**src/rtl/hqm_rcfwl_gclk_refclk_synchk.sv**
```systemverilog
// Receive-side checker for the distributed divide-by-4 reference clock.
// Acquires phase after each sync edge, tracks it, and reports lock health.
module hqm_rcfwl_gclk_refclk_synchk #(
  parameter int LOCK_CNT   = 4,
  parameter int UNLOCK_ERR = 2,
  parameter int ERR_CNT_W  = 8
) (
  input  logic                 x4clk_in,
  input  logic                 rst,
  input  logic                 sync_in,
  input  logic                 ref_clk_samp_in,
  input  logic                 err_clr,
  output logic                 sync_edge_out,
  output logic                 locked,
  output logic                 lock_lost,
  output logic [1:0]           phase,
  output logic [ERR_CNT_W-1:0] err_cnt
);

  typedef enum logic [1:0] {
    IDLE   = 2'd0,
    ACQ    = 2'd1,
    TRACK  = 2'd2,
    LOCKED = 2'd3
  } st_t;

  localparam logic [3:0] LC = 4'(LOCK_CNT);
  localparam logic [3:0] UE = 4'(UNLOCK_ERR);

  st_t        st, st_n;
  logic       sync_q, samp_q;
  logic [1:0] ph, ph_n;
  logic [3:0] good, good_n;
  logic [3:0] miss, miss_n;
  logic [2:0] tmr, tmr_n;
  logic       bad, bad_n;
  logic       err_inc, lost_n;
  logic       sync_rise, trans, mism;

  assign sync_rise = sync_in & ~sync_q;
  assign trans     = ref_clk_samp_in ^ samp_q;
  // transitions belong on the even phases only
  assign mism      = trans != ~ph[0];
  assign phase     = ph;

  always_comb begin
    st_n    = st;
    ph_n    = ph;
    good_n  = good;
    miss_n  = miss;
    tmr_n   = tmr;
    bad_n   = bad;
    err_inc = 1'b0;
    lost_n  = 1'b0;
    if (sync_rise) begin
      st_n   = ACQ;
      ph_n   = 2'd0;
      good_n = 4'd0;
      miss_n = 4'd0;
      tmr_n  = 3'd0;
      bad_n  = 1'b0;
      lost_n = (st == LOCKED);
    end else begin
      unique case (st)
        IDLE: ;
        ACQ: begin
          if (trans) begin
            st_n   = TRACK;
            ph_n   = 2'd1;
            good_n = 4'd0;
          end else if (tmr == 3'd7) begin
            err_inc = 1'b1;
            tmr_n   = 3'd0;
          end else begin
            tmr_n = tmr + 3'd1;
          end
        end
        TRACK: begin
          ph_n = ph + 2'd1;
          if (mism) begin
            st_n    = ACQ;
            ph_n    = 2'd0;
            good_n  = 4'd0;
            tmr_n   = 3'd0;
            err_inc = 1'b1;
          end else if (ph == 2'd3) begin
            good_n = good + 4'd1;
            if (good + 4'd1 == LC) begin
              st_n   = LOCKED;
              miss_n = 4'd0;
              bad_n  = 1'b0;
            end
          end
        end
        LOCKED: begin
          ph_n = ph + 2'd1;
          if (mism) begin
            err_inc = 1'b1;
            miss_n  = miss + 4'd1;
            bad_n   = (ph != 2'd3);
            if (miss + 4'd1 == UE) begin
              st_n   = ACQ;
              lost_n = 1'b1;
              ph_n   = 2'd0;
              good_n = 4'd0;
              miss_n = 4'd0;
              tmr_n  = 3'd0;
              bad_n  = 1'b0;
            end
          end else if (ph == 2'd3) begin
            bad_n = 1'b0;
            if (!bad) miss_n = 4'd0;
          end
        end
      endcase
    end
  end

  always_ff @(posedge x4clk_in) begin
    if (rst) begin
      st            <= IDLE;
      sync_q        <= 1'b0;
      samp_q        <= 1'b0;
      ph            <= 2'd0;
      good          <= 4'd0;
      miss          <= 4'd0;
      tmr           <= 3'd0;
      bad           <= 1'b0;
      sync_edge_out <= 1'b0;
      locked        <= 1'b0;
      lock_lost     <= 1'b0;
      err_cnt       <= '0;
    end else begin
      st            <= st_n;
      sync_q        <= sync_in;
      samp_q        <= ref_clk_samp_in;
      ph            <= ph_n;
      good          <= good_n;
      miss          <= miss_n;
      tmr           <= tmr_n;
      bad           <= bad_n;
      sync_edge_out <= sync_rise;
      locked        <= (st_n == LOCKED);
      lock_lost     <= lost_n;
      if (err_clr)
        err_cnt <= '0;
      else if (err_inc && !(&err_cnt))
        err_cnt <= err_cnt + 1'b1;
    end
  end

endmodule
```
**config.mk**
```make
export PLATFORM = sky130hd
export DESIGN_NAME = hqm_rcfwl_gclk_refclk_synchk
export DESIGN_NICKNAME = d
export VERILOG_FILES = /design/src/rtl/hqm_rcfwl_gclk_refclk_synchk.sv
export SDC_FILE = /design/constraint.sdc
export NUM_CORES = 1
export LEC_CHECK = 0
export ABC_AREA = 0
export BUFFER_PORTS_ARGS = -buffer_cell sky130_fd_sc_hd__buf_2
export CAP_MARGIN = 20
export CORE_UTILIZATION = 51
export CTS_CLUSTER_DIAMETER = 120
export DETAILED_ROUTE_END_ITERATION = 10
export PLACE_DENSITY = 0.76
export SLEW_MARGIN = 40
export SYNTH_ARGS = -nofsm -noshare
export SYNTH_HDL_FRONTEND = slang
export SYNTH_SLANG_ARGS = --single-unit
export TNS_END_PERCENT = 50
```
**constraint.sdc**
```tcl
create_clock -name x4clk_in -period 1.99 [get_ports x4clk_in]
set_input_delay 0.398 -clock x4clk_in [delete_from_list [all_inputs] [get_ports x4clk_in]]
set_output_delay 0.398 -clock x4clk_in [all_outputs]
set_load 0.02 [all_outputs]
```
==> summary.md <==
The flow ran to the end, and the final reports show no timing, DRC or antenna violations. STA classifies the critical path endpoint as a flip-flop. The final instance area is 0.00185 mm2. The tools report the peak clock frequency supported by timing as 0.520 GHz.

The run gives 0.383 as the part of the Yosys area used for sequential elements. The detailed-route vias per instance was 5.82; the number of filler instances in the final layout was 226. The slowest stage of the critical path belongs to the cell or4b_2. The area growth from synthesis to layout is 22.2%. Dividing total power by cell area gives a power density of 714 mW/mm2. In this run the number of H-tree levels came out at 2. Data on the critical path arrives at its endpoint at 2.15 ns. Required time at the worst-slack endpoint: 2.22 ns. In this run the static leakage power is 0.732 nW. The DRC violation count after routing was 0; the shortest period the worst path allows was 1.92 ns. The depth of the worst register-to-register path came out at 6.

VDD sags by at most 0.000686 V. The die covers 0.00319 mm2. Post-route clock period utilization: 0.966. Buffers inserted during clock tree synthesis total 5. The detailed placement HPWL is 2430 um. The most critical setup path has its endpoint at phase[0]$_SDFFE_PP0P_.

For the worst-skew pair, the clock arrives at the later sink with an insertion delay of 0.35 ns. Clock tree synthesis found a total of 29 sinks. The via count of the first global-routing pass is 1307.

The total cell area at the placement stage was 0.00171 mm2. The wire length reported by the detailed router is 3380 um, and the final core utilization is 0.665. The kind of start point of the critical path was a flip-flop. When the netlist entered floorplanning its net count stood at 188.

After synthesis the netlist holds a flip-flop and latch count of 29. Synthesis produced 174 cells. The library cells used most frequently in the layout, excluding fill and tap cells, are dfxtp_1 (28), nor2_1 (18), buf_2 (17).

The signal on the critical path passes through ha_1, or4b_2, o31ai_4, nand2_1, a21oi_1, nor2_1. The overall fraction of global-route tracks in use is 0.228. The starting density of the core was 0.544; the pin count of the biggest net entering global routing was 14. The path type of the worst min-delay path was primary input to flip-flop. The die is 56.5 um tall. The worst register-to-register path begins at miss[0]$_SDFFE_PP0P_.

For the worst hold margin, the log shows 0.282 ns. The tool flagged a number of max-cap violations equal to 0. The accumulated negative setup slack is 0 ns.

For this block, the via count after detailed routing is 1380. The buffer levels on the longest clock path came out at 2. Setup repair after global routing could not meet its margin everywhere. The first global-routing pass estimated 5540 um of wire. The final-report max-slew violation count came out at 0. The run gives 57 as the DRC marker count from the first detailed-route iteration. The sequential cells in the finished layout cover a total of 582 um2.

For the total power after layout, the log shows 1.32 mW. The remaining max-slew budget at the tightest pin was 0.608; the count of buffering cells on the critical path with inverters included was 0. Yosys printed 0 warnings. Leaving out fill and tap cells, the most frequent cell in the layout is dfxtp_1.

The number of hold-slack violations in the final timing report came out at 0. The run gives 18 as the total I/O pin count. The share of post-route cells with drive strength above 1 came out at 0.257. The worst register-to-register path ends at phase[0]$_SDFFE_PP0P_.

The multi-input gate area in the final layout was 922 um2. Clock-pin slew was measured on the worst setup and hold paths at 0.10 ns. On the critical path the largest part of the delay comes from simple AND/OR/NAND/NOR gates. Critical path class: flip-flop to flip-flop. Setup slack on the worst reg-to-reg path comes out at 0.07 ns. The initial antenna violation count is 0. After detailed routing, the average wire length per cell comes to 14.3 um.

The total area inside the core boundary comes to 0.00278 mm2. The tools report the number of inserted diodes as 0. The total overflow left after global routing is 0. The quantity of I/O buffers inserted on ports is 17. The maximum cell stage delay along the critical path was 0.67 ns.

The run gives 0 as the number of nets with antenna violations after detailed routing. The initialized floorplan defines 19 standard-cell rows. For the number of library cell types mapped by synthesis, the log shows 41. The tree is rooted in a clkbuf_4. After synthesis, the mean cell area works out to 8.70 um2. The die is 56.5 um wide. TritonCTS built the clock tree. Across the routed clock network, the largest skew measured is 0.0122 ns.

In this run the number of cells on the critical path is 6. The final layout contains 219 nets. The transition time at the pin with the least slew margin works out to 0.586 ns. In this run the worst path has a maximum fanout of 5. The number of search-and-repair iterations in the first detailed-routing pass was 4. The tools report the count of final setup violators as 0.

The most critical setup path has its startpoint at miss[0]$_SDFFE_PP0P_. In this run the cell area of the synthesized design comes to 0.00151 mm2. The routability-driven placement congestion ratio is 0.855.
## synth_stat cells, drive strengths merged
| cell | count | share of area |
|---|---|---|
| ha | 9 | 0.074 |
| or3 | 2 | 0.0083 |
| and3 | 1 | 0.0041 |
| a31oi | 2 | 0.0083 |
| xnor2 | 6 | 0.040 |
| nor2 | 19 | 0.047 |
| buf | 2 | 0.0050 |
| nor3 | 5 | 0.020 |
| nand2b | 5 | 0.021 |
| mux2i | 2 | 0.013 |
| nor2b | 6 | 0.025 |
| or4b | 1 | 0.0066 |
| nand2 | 9 | 0.022 |
| inv | 8 | 0.020 |
| a41oi | 1 | 0.0058 |
| a21boi | 1 | 0.0050 |
| or2 | 1 | 0.0041 |
| or4 | 2 | 0.0099 |
| nor3b | 2 | 0.0099 |
| nand4 | 1 | 0.0041 |
| clkbuf | 3 | 0.0074 |
| o21ai | 9 | 0.030 |
| a32oi | 1 | 0.0058 |
| a21oi | 12 | 0.040 |
| o211ai | 2 | 0.0099 |
| a211oi | 4 | 0.020 |
| o21a | 1 | 0.0050 |
| xor2 | 2 | 0.012 |
| and3b | 1 | 0.0058 |
| nand3 | 14 | 0.046 |
| o41a | 1 | 0.014 |
| nor4b | 2 | 0.026 |
| o31ai | 2 | 0.0099 |
| o22ai | 3 | 0.012 |
| dfxtp | 29 | 0.38 |
| nor4 | 3 | 0.021 |
## stage by stage
stage,setup WS [ns],instances
floorplan,0.0281,174
global placement,-0.0273,229
detailed placement,-0.0840,229
CTS,0.0419,237
global route,-0.0298,237
finish,0.0677,237
## where the power goes
part           leakage, nW  total (mW)  internal, mW  switching, mW
sequential           0.235       0.595         0.588        0.00692
combinational        0.442       0.112        0.0417         0.0699
clock               0.0552       0.614         0.389          0.226
## routing by layer
metal / wire, um / share of wire / GRT usage
met1: 1560 / 0.46 / 0.286
met2: 1600 / 0.47 / 0.355
met3: 174 / 0.051 / 0.0760
met4: 48 / 0.014 / 0.101
met5: 0 / 0 / 0
## sequential cells by signal, indices dropped and copies added, names as in the netlist, 2 cells and up
name,count
tmr,3
good,4
phase,2
st,2
miss,4
err_cnt,8
## how the worst min path moves through the flow
stage | startpoint | slack, ns | cells after the start | endpoint
after floorplan | sync_q$_SDFF_PP0_ | 0.41 | 1 | sync_edge_out$_SDFF_PP0_
after CTS | rst | 0.28 | 2 | st[0]$_SDFF_PP0_
after global routing | rst | 0.28 | 2 | samp_q$_SDFF_PP0_
final | rst | 0.28 | 2 | st[0]$_SDFF_PP0_
after detailed placement | sync_q$_SDFF_PP0_ | 0.45 | 1 | sync_edge_out$_SDFF_PP0_
after global placement | sync_q$_SDFF_PP0_ | 0.42 | 1 | sync_edge_out$_SDFF_PP0_
## repair_timing
| action | CTS | global route |
|---|---|---|
| endpoints found under the hold margin | 0 | 0 |
| setup endpoints to repair | 10 | 14 |
| resized for setup | 3 | 7 |
| hold buffers | 0 | 0 |
| setup buffers | 0 | 0 |
| pin swaps | 0 | 2 |
## worst register-to-register path, stage by stage (launching register included)
cell and delay (ns):
dfxtp_1 0.35, ha_1 0.22, or4b_2 0.67, o31ai_4 0.13, nand2_1 0.14, a21oi_1 0.23
nor2_1 0.07
## cells by family (layout without fill, tap and decap cells)
| group | count (synthesis) | count (layout) | synth area share |
|---|---|---|---|
| flops | 29 | 29 | 0.383 |
| fa+ha+maj | 9 | 9 | 0.0744 |
| buf+inv | 13 | 45 | 0.0322 |
| mux | 2 | 2 | 0.0132 |
| compound gates | 39 | 39 | 0.165 |
| simple gates | 74 | 74 | 0.280 |
| xor+xnor | 8 | 8 | 0.0512 |
## layout make-up
type | count | area share
flip-flops and latches | 29 | 0.314
repair buffers | 29 | 0.0947
clock buffers | 5 | 0.0203
well taps | 31 | 0.0210
inverters | 8 | 0.0162
multi-input cells | 132 | 0.498
clock inverters | 3 | 0.0352
(Power assumes the default switching activity.)
